==> config.mk <==
export PLATFORM = sky130hd
export DESIGN_NAME = snake_bus_arbiter
export DESIGN_NICKNAME = d
export VERILOG_FILES = /design/src/rtl/snake_bus_arbiter.sv
export SDC_FILE = /design/constraint.sdc
export NUM_CORES = 1
export LEC_CHECK = 0
export ABC_CLOCK_PERIOD_IN_PS = 1700
export CAP_MARGIN = 20
export CELL_PAD_IN_SITES_DETAIL_PLACEMENT = 1
export CELL_PAD_IN_SITES_GLOBAL_PLACEMENT = 1
export CORE_ASPECT_RATIO = 1.75
export CORE_UTILIZATION = 32
export CTS_CLUSTER_SIZE = 16
export DETAILED_ROUTE_END_ITERATION = 10
export GPL_TIMING_DRIVEN = 0
export PLACE_DENSITY_LB_ADDON = 0.1
export SLEW_MARGIN = 20
export SYNTH_ARGS = -nofsm -noshare
export SYNTH_HDL_FRONTEND = slang
export SYNTH_SLANG_ARGS = --single-unit
==> constraint.sdc <==
create_clock -name CLK -period 1.7 [get_ports CLK]
set_input_delay 0.34 -clock CLK [delete_from_list [all_inputs] [get_ports CLK]]
set_output_delay 0.34 -clock CLK [all_outputs]
set_load 0.01 [all_outputs]
==> src/rtl/snake_bus_arbiter.sv <==
// Two-requester arbiter for the shared 5-bit snake coordinate bus.
// Round-robin on contention, hold-limit forced release, all outputs registered.
module snake_bus_arbiter #(
    parameter int HOLD_MAX = 15
) (
    input  logic       CLK,
    input  logic       RESET,
    input  logic       REQ0,
    input  logic [4:0] ADDR0,
    input  logic       DONE0,
    input  logic       REQ1,
    input  logic [4:0] ADDR1,
    input  logic       DONE1,
    output logic       GNT0,
    output logic       GNT1,
    output logic       SEL,
    output logic [4:0] ADDR_OUT,
    output logic       BUSY,
    output logic       TIMEOUT
);
    // state  | meaning
    // IDLE   | no owner; SEL and ADDR_OUT keep their last values
    // GRANT0 | game-logic writer owns the bus
    // GRANT1 | display reader owns the bus
    typedef enum logic [1:0] {
        IDLE   = 2'd0,
        GRANT0 = 2'd1,
        GRANT1 = 2'd2
    } state_t;

    localparam logic [4:0] HOLD_LAST = 5'(HOLD_MAX - 1);

    state_t     state_q, state_d;
    logic [4:0] cnt_q, cnt_d;
    logic [4:0] addr_q, addr_d;
    logic       pri_q, pri_d;
    logic       sel_q, sel_d;
    logic       timeout_q, timeout_d;
    logic       gnt0_q, gnt1_q, busy_q;
    logic       own_id, own_req, own_done, oth_req, hold_hit, quit;

    always_comb begin
        own_id    = (state_q == GRANT1);
        own_req   = own_id ? REQ1 : REQ0;
        own_done  = own_id ? DONE1 : DONE0;
        oth_req   = own_id ? REQ0 : REQ1;
        hold_hit  = (cnt_q == HOLD_LAST) && oth_req;
        quit      = own_done || !own_req;
        state_d   = state_q;
        cnt_d     = cnt_q;
        pri_d     = pri_q;
        sel_d     = sel_q;
        addr_d    = addr_q;
        timeout_d = 1'b0;
        case (state_q)
            IDLE: begin
                if (REQ0 && (!REQ1 || !pri_q)) begin
                    state_d = GRANT0;
                    sel_d   = 1'b0;
                    cnt_d   = '0;
                end else if (REQ1) begin
                    state_d = GRANT1;
                    sel_d   = 1'b1;
                    cnt_d   = '0;
                end
            end
            GRANT0, GRANT1: begin
                addr_d = own_id ? ADDR1 : ADDR0;
                if (quit || hold_hit) begin
                    pri_d     = !own_id;
                    // an owner that is leaving anyway is not a forced release
                    timeout_d = !quit;
                    if (oth_req) begin
                        state_d = own_id ? GRANT0 : GRANT1;
                        sel_d   = !own_id;
                        cnt_d   = '0;
                    end else begin
                        state_d = IDLE;
                    end
                end else if (cnt_q != HOLD_LAST) begin
                    cnt_d = cnt_q + 5'd1;
                end
            end
            default: state_d = IDLE;
        endcase
    end

    always_ff @(posedge CLK) begin
        if (!RESET) begin
            state_q   <= IDLE;
            cnt_q     <= '0;
            addr_q    <= '0;
            pri_q     <= 1'b0;
            sel_q     <= 1'b0;
            timeout_q <= 1'b0;
            gnt0_q    <= 1'b0;
            gnt1_q    <= 1'b0;
            busy_q    <= 1'b0;
        end else begin
            state_q   <= state_d;
            cnt_q     <= cnt_d;
            addr_q    <= addr_d;
            pri_q     <= pri_d;
            sel_q     <= sel_d;
            timeout_q <= timeout_d;
            gnt0_q    <= (state_d == GRANT0);
            gnt1_q    <= (state_d == GRANT1);
            busy_q    <= (state_d != IDLE);
        end
    end

    assign GNT0     = gnt0_q;
    assign GNT1     = gnt1_q;
    assign SEL      = sel_q;
    assign ADDR_OUT = addr_q;
    assign BUSY     = busy_q;
    assign TIMEOUT  = timeout_q;
endmodule

==> flow_summary.ini <==
[global_routing]
gr-usage-met1_pct = 19.7
grt_first_pass_wirelength_microns = 4910
grt_util_met2_pct = 36.8
grt_use_total_pct = 19.1
overflow = 0
use_met3_pct = 2.61
grt_pass1_vias = 1044
grt_max_degree = 11
antenna_found_initial = 0
busiest_layer = met2

[logic_synthesis]
yosys-top-cells-count = dfxtp_1, nor2_1, mux2i_1
ys.flop_type = dfxtp_1
ys.warnings.count = 0
syn_area_per_cell_sq_um = 9.46
synth_nets = 129
syn_inst = 107
yosysSeqAreaShare_pct = 35.6
ys_ff_latch = 18
synth_edf_count = 0
yosysTopAreaCell = dfxtp_1
synth_area_sq_um = 1010
yosys-top-cells-area = dfxtp_1, ha_1, mux2i_1
synth_cell_type_count = 42
synthArstFlopShare_pct = 0
synth_top_area_share_pct = 35.6
synth.most_common_cell = dfxtp_1

[cts]
clk_pin_slew_ns = 0.08
cts_max_path_buffers = 2
cts_tree = yes
cts_buffers = 3
clkLatencyLatePin_ns = 0.26
cts.htree.levels = 1
ctsHoldBuffers = 0
clock_sinks = 18
clockRootBuffer = clkbuf_8

[finish]
syn_to_final_growth_pct = 57.8
post-route-util_pct = 54.0
diodes = 0
layout.nets = 168
final_area_sq_um = 1600
drive_gt1_share_pct = 29.7
layoutNonFillerInstCount = 187

[setup_path]
cp_max_fo = 5
criticalPathCategory = reg2reg
worstPathRequired_ns = 1.89
startpoint_type = register
crit_path_end_kind = register
r2r_cells = 6
arrival_ns = 1.96

[floorplanning]
fp.dieH_microns = 76.4
rows = 26
initial_core_util_pct = 34.2
pin_count = 26
coreArea_sq_um = 2960
die-area_sq_um = 3400
dieWidth_microns = 44.5

[drt]
final_antenna_net_count = 0
wl_per_cell_microns = 15.9
routed_wl_microns = 2970
dr.pass1.iters = 4
vias_per_cell = 5.38
drcViolationCount = 0
first_iter_violations = 15
vias = 1006

[pwr]
power_density_nw_per_um2 = 1120
finalPower_mw = 1.79
power_leakage_nw = 0.614
max-vdd-ir-drop_uv = 574

[placement]
numPortBuffers = 24
dp.cells = 173
dp_hpwl_microns = 2050
pre_cts_slack_ns = -0.435
post_dp_cell_area_sq_um = 1350
place.gp.congestion = 0.801

[worst_hold_path]
min-delay-path-class = reg2reg
hold_depth = 2

[status]
status = complete, but fails checks
violations = negative setup slack

[sta]
setup_ws_ns = -0.0682
tightest_slew_ns = 0.469
slew_violations = 0
fin_crit_ns = 1.77
rsz0062_at_grt = yes
setup_viol = 4
max_freq_mhz = 566
fin_skew_ns = 0.00693
hold_slack_ns = 0.487
relSlewSlack_pct = 68.7
hold_viol = 0
fin_tns_setup_ns = -0.0989
period_share_pct = 104

[job]
drv_cap = 0
[worst max-delay path, stage by stage (launching register included)]
cell	delay, ns
dfxtp_4	0.37
inv_4	0.05
ha_4	0.17
mux2i_4	0.21
and2_4	0.22
or4_4	0.53
a21oi_2	0.15
[timing repair]
action | 4_1_cts | 5_1_grt
setup buffers | 9 | 3
endpoints found under the setup margin | 12 | 16
pin swaps | 9 | 9
gates resized for setup | 16 | 9
[cell families (layout without fill, tap and decap cells)]
family | count (synthesis) | after routing | share of synthesized area (%)
fa+ha+maj | 6 | 6 | 7.42
compound gates | 35 | 35 | 25.8
buf+inv | 9 | 47 | 4.57
mux | 8 | 8 | 8.03
simple gates | 31 | 31 | 18.5
flops | 18 | 18 | 35.6
[layer usage]
| layer | part of all wire (%) | wire length [microns] |
|---|---|---|
| met2 | 60 | 1770 |
| met4 | 0.81 | 24 |
| met1 | 36 | 1080 |
| met3 | 3.0 | 88 |
| met5 | 0 | 0 |
[state kept, by name, summed over array words and instances, names as in the netlist]
name / flops
ADDR_OUT: 5
BUSY: 1
GNT0: 1
GNT1: 1
SEL: 1
TIMEOUT: 1
cnt_q: 5
pri_q: 1
state_q: 2
[power by group]
part           total, mW  internal (mW)  switching [mW]
Clock              0.370          0.206           0.164
Combinational      0.859          0.456           0.403
Sequential         0.564          0.509          0.0550
[final timing paths]
check           endpoint  slack (ns)   startpoint
min          ADDR_OUT[2]        0.49  ADDR_OUT[2]
min reg2reg  ADDR_OUT[2]        0.49  ADDR_OUT[2]
max reg2reg          SEL       -0.07   state_q[0]
max                  SEL       -0.07   state_q[0]
[area by class of cell]
cell class                      instances  area (sq um)
Buffer                                  2          18.8
Clock buffer                            4          55.1
Fill cell                             328          1360
Inverter                                5          27.5
Multi-Input combinational cell         80           739
Sequential cell                        18           368
Tap cell                               42          52.6
Timing Repair Buffer                   36           337
[layout by cell type (no fill, tap or decap), types with 3 or more instances in the layout]
cell,count
clkdlybuf4s50_1,23
ha_1,3
buf_6,3
a21oi_1,5
nand2b_1,3
clkbuf_8,4
buf_4,11
nor2_1,8
dfxtp_1,16
nand2_1,6
a311oi_1,3
a211oi_1,5
mux2i_1,6
Note: power is estimated with default switching activity, not from simulation.
